File: src/rtl/clksw_pkg.sv
// clksw_pkg: shared state encoding and default sizing for the CPU clock-switch scheduler.
package clksw_pkg;
    typedef enum logic [1:0] {
        LS    = 2'd0,
        TO_HS = 2'd1,
        HS    = 2'd2,
        TO_LS = 2'd3
    } state_t;
    localparam int HOLDOFF_W_DEF = 3;
    localparam int TIMEOUT_DEF   = 15;
    localparam int CNT_W_DEF     = 8;
endpackage

File: src/rtl/io_holdoff_ctr.sv
// io_holdoff_ctr: reloads on every IO-page access and counts down to zero; blocks HS selection while nonzero.
module io_holdoff_ctr
    import clksw_pkg::*;
#(
    parameter int W = HOLDOFF_W_DEF
) (
    input  logic         clk,
    input  logic         resetb,
    input  logic         load,
    input  logic [W-1:0] len,
    output logic         active
);
    logic [W-1:0] cnt;

    always_ff @(posedge clk or negedge resetb)
        if (!resetb) cnt <= '0;
        else if (load) cnt <= len;
        else if (cnt != '0) cnt <= cnt - 1'b1;

    assign active = cnt != '0;
endmodule

File: src/rtl/clksw_sched.sv
// clksw_sched: decides when the CPU may run on the high-speed clock and handshakes with the clock mux.
module clksw_sched
    import clksw_pkg::*;
#(
    parameter int HOLDOFF_W = HOLDOFF_W_DEF,
    parameter int TIMEOUT   = TIMEOUT_DEF,
    parameter int CNT_W     = CNT_W_DEF
) (
    input  logic                 clk,
    input  logic                 resetb,
    input  logic                 hsclk_en,
    input  logic                 cyc_sync,
    input  logic                 cyc_himem,
    input  logic                 cyc_idle,
    input  logic                 cyc_io,
    input  logic [HOLDOFF_W-1:0] holdoff_len,
    input  logic                 hs_selected,
    input  logic                 ls_selected,
    input  logic                 err_clr,
    output logic                 hsclk_sel,
    output logic                 dummy_access,
    output logic [1:0]           state,
    output logic [CNT_W-1:0]     sw_cnt,
    output logic                 timeout_err
);
    localparam int WAIT_W = $clog2(TIMEOUT + 1);

    state_t            st;
    logic [WAIT_W-1:0] wait_cnt;
    logic              holdoff;
    logic              go_hs;
    logic              stay_hs;
    logic              expired;

    io_holdoff_ctr #(.W(HOLDOFF_W)) u_holdoff (
        .clk    (clk),
        .resetb (resetb),
        .load   (cyc_io),
        .len    (holdoff_len),
        .active (holdoff)
    );

    assign go_hs   = hsclk_en & cyc_sync & ~cyc_io & ~holdoff;
    assign stay_hs = hsclk_en & (cyc_himem | cyc_idle) & ~cyc_io;
    assign expired = wait_cnt == WAIT_W'(TIMEOUT - 1);

    // wait_cnt defaults to zero so every exit from a handshake state leaves it clear for the next entry
    always_ff @(posedge clk or negedge resetb)
        if (!resetb) begin
            st          <= LS;
            hsclk_sel   <= 1'b0;
            wait_cnt    <= '0;
            sw_cnt      <= '0;
            timeout_err <= 1'b0;
        end else begin
            if (err_clr) timeout_err <= 1'b0;
            wait_cnt <= '0;
            case (st)
                LS: if (go_hs) begin
                    st        <= TO_HS;
                    hsclk_sel <= 1'b1;
                end
                TO_HS: if (hs_selected) begin
                    st <= HS;
                    if (~&sw_cnt) sw_cnt <= sw_cnt + 1'b1;
                end else if (!hsclk_en) begin
                    st        <= TO_LS;
                    hsclk_sel <= 1'b0;
                end else if (expired) begin
                    st          <= LS;
                    hsclk_sel   <= 1'b0;
                    timeout_err <= 1'b1;
                end else wait_cnt <= wait_cnt + 1'b1;
                HS: if (!stay_hs) begin
                    st        <= TO_LS;
                    hsclk_sel <= 1'b0;
                end
                TO_LS: if (ls_selected) st <= LS;
                else if (expired) begin
                    st          <= LS;
                    timeout_err <= 1'b1;
                end else wait_cnt <= wait_cnt + 1'b1;
            endcase
        end

    assign state        = st;
    assign dummy_access = cyc_himem | (st != LS);
endmodule

File: config.mk
export PLATFORM = sky130hd
export DESIGN_NAME = clksw_sched
export DESIGN_NICKNAME = d
export VERILOG_FILES = /design/src/rtl/clksw_pkg.sv /design/src/rtl/io_holdoff_ctr.sv /design/src/rtl/clksw_sched.sv
export SDC_FILE = /design/constraint.sdc
export NUM_CORES = 1
export LEC_CHECK = 0
export CORE_AREA = 5 5 58 60
export DETAILED_ROUTE_END_ITERATION = 7
export DIE_AREA = 0 0 63 65
export PLACE_DENSITY_LB_ADDON = 0.1
export SYNTH_ARGS = -nofsm -noshare
export SYNTH_HDL_FRONTEND = slang
export SYNTH_SLANG_ARGS = --single-unit
File: constraint.sdc
create_clock -name clk -period 5.3 [get_ports clk]
set_clock_uncertainty 0.2 [all_clocks]
set_input_delay 1.06 -clock clk [delete_from_list [all_inputs] [get_ports clk]]
set_output_delay 1.06 -clock clk [all_outputs]
set_load 0.02 [all_outputs]
==> qor.yml <==
status:
  status: "complete, no violations"
clock_network:
  clk_latency_ns: 0.29
  cts_hold_buf: 0
  post_cts_buffers: 0
  clkTransAtPathRegs_ns: 0.11
  htree_levels: 1
  cts_tree: "built"
  max-clock-path-buffers: 2
  cts_resized: 0
  root_buffer: "clkbuf_4"
  cts_sinks: 19
  cts_made_buffers: 3
pwr:
  power.total_w: 0.000609
  power_density_nw_per_um2: 438
  ir_drop_mv: 0.272
  p_leak_nw: 0.619
cells_and_area:
  num-fill-cells: 281
  drive_gt1_share_pct: 8.46
  nets: 153
  num_antenna_cells: 0
  stdcell_count: 163
  area_delta_synth_final_pct: 29.8
placement:
  post-place-cells: 159
  numPortBuffers: 25
  dpl_worst_slack_ns: 1.80
  gp_congestion: 0.770
  hpwl_mm: 1.64
logic_synthesis:
  synth_seq_cells: 19
  synth_largest_area_cell: "dfrtp_1"
  synth-main-ff-cell: "dfrtp_1"
  yosysTopAreaCellShare_pct: 44.4
  ys_warn_count: 0
  synth_area_leaders: "dfrtp_1, ha_1, xnor2_1"
  ys_seq_area_share_pct: 44.4
  netlist_area_sq_um: 1070
  syn_inst: 101
  synthesis.nets: 123
  yosys.cell_types.count: 33
  yosysMostFrequentCell: "dfrtp_1"
  synth_enable_flop_cells: 0
  synthArstFlopShare_pct: 100
  synth_common_cells: "dfrtp_1, ha_1, inv_1"
  avgSynthCellArea_sq_um: 10.6
global_routing:
  grt_max_degree: 20
  grt_overflow: 0
  grt_pass1_wl_mm: 3.75
  grt_usage_pct: 11.4
  first_global_vias: 851
  grt_antenna_before_repair: 0
sta:
  slew_headroom_pct: 40.0
  max_freq_ghz: 0.286
  final-max-slew-violation-count: 0
  hold_viol: 0
  rsz0062_at_grt: "no"
  final.setup.tns_ns: 0
  period_needed_ns: 3.49
  fin_crit_sh_pct: 65.9
  finalWorstSetupSlack_ns: 1.81
  worst_pin_slew_ns: 0.897
  setup_viol: 0
setup_path:
  path_cells: "clkdlybuf4s50_1 -> nand2b_1 -> clkdlybuf4s50_1"
  crit_fanout: 2
  critPathTopFamily: "buffers and inverters"
  arrival_ns: 2.23
  cp-end-kind: "output pin"
  max_stage_delay_ns: 0.60
  worstPathRequired_ns: 4.04
  startpoint_type: "input pin"
  cp.buffers_inverters: 2
  path_class: "in2out"
  slowest_stage: "clkdlybuf4s50_1"
  crit_path_frequent_cell: "clkdlybuf4s50_1"
floorplan:
  dieHeight_um: 65
  rows: 20
  core_sq_um: 2880
  dieArea_sq_um: 4100
  die_w_um: 63
  initial_utilization_pct: 37.2
  pin_count: 26
route:
  vias_per_cell: 5.00
  drt_wl_total_mm: 2.04
  postRouteAntennaNets: 0
  num_vias: 815
  drc_errors: 0
  wl_per_cell_um: 12.5
  dr.pass1.iters: 2
  first_iter_violations: 23
job:
  cap_violations: 0
min_path:
  min_path_type: "reg2reg"
-- area by class of cell --
type	count	area (sq um)	share of cell area [%]
clock buffers	3	22.5	1.62
well taps	33	41.3	2.97
inverters	8	30.0	2.16
multi-input cells	74	566	40.7
clock inverters	1	5.00	0.360
flip-flops and latches	19	475	34.2
repair buffers	25	250	18.0
-- cell usage in the layout (no fill, tap or decap), drive strengths merged --
cell | netlist | routed
clkdlybuf4s50 | 0 | 25
dfrtp | 19 | 19
ha | 9 | 9
inv | 8 | 8
a21oi | 6 | 6
nor2 | 6 | 6
xnor2 | 6 | 6
nand2 | 6 | 6
nand4 | 4 | 4
nor2b | 3 | 3
nand2b | 3 | 3
o21ai | 3 | 3
clkbuf | 0 | 3
mux2 | 3 | 3
a211oi | 3 | 3
xor2 | 2 | 2
and3 | 2 | 2
mux2i | 2 | 2
nor3 | 2 | 2
nand3 | 2 | 2
and2 | 2 | 2
o22ai | 1 | 1
a31o | 1 | 1
a41oi | 1 | 1
nand4b | 1 | 1
o211a | 1 | 1
or2 | 1 | 1
a311o | 1 | 1
a2bb2oi | 1 | 1
o32ai | 1 | 1
a31oi | 1 | 1
clkinv | 0 | 1
-- state kept, by name, indices dropped and copies added, names as in the netlist --
name,cells
timeout_err,1
hsclk_sel,1
state,2
wait_cnt,4
sw_cnt,8
u_holdoff.cnt,3
-- metrics by stage --
step | cell area [sq um] | util [%] | hold slack [ns]
detailed placement | 1360 | 47.3 | 0.277
floorplan | 1070 | - | 0.250
global route | 1390 | 48.3 | 0.330
finish | 1390 | 48.3 | 0.288
CTS | 1390 | 48.3 | 0.293
global placement | 1360 | 47.3 | 0.275
-- worst paths after layout --
check / from / endpoint / slack (ns) / depth (start not counted)
worst max-delay path: cyc_himem / dummy_access / 1.81 / 3
worst min-delay path: wait_cnt[0] / wait_cnt[0] / 0.29 / 1
worst max register to register: state[1] / hsclk_sel / 3.30 / 6
worst min register to register: wait_cnt[0] / wait_cnt[0] / 0.29 / 1
max in group asynchronous: resetb / wait_cnt[2] / 3.30 / 1
min in group asynchronous: resetb / u_holdoff.cnt[2] / 1.06 / 1
-- report_power, final --
part	leakage [nW]	switching [W]	internal (W)
combinational	0.358	0.000150	0.000155
clock	0.0177	0.0000459	0.0000280
sequential	0.244	0.0000434	0.000186
total	0.619	0.000240	0.000369
-- routing by layer --
metal | track usage [%] | part of all wire, %
met1 | 14.0 | 48
met2 | 19.4 | 48
met3 | 2.95 | 3.1
met4 | 3.98 | 1.0
met5 | 0 | 0
-- cell families after synthesis --
| logic type | count (synthesis) | share of synthesized area [%] |
|---|---|---|
| multiplexers | 5 | 5.02 |
| buffers and inverters | 8 | 2.80 |
| AND/OR/NAND/NOR | 32 | 16.9 |
| adder cells (fa/ha/maj) | 9 | 10.5 |
| flip-flops | 19 | 44.4 |
| AO/OA/AOI/OAI | 20 | 13.8 |
| XOR/XNOR | 8 | 6.54 |
-- worst register-to-register path, cell delays in order (launching register included) --
cell	delay (ns)
dfrtp_1	0.44
inv_1	0.10
ha_1	0.25
and2_4	0.19
a311o_1	0.32
a211oi_2	0.23
mux2i_1	0.21
(Power assumes the default switching activity.)
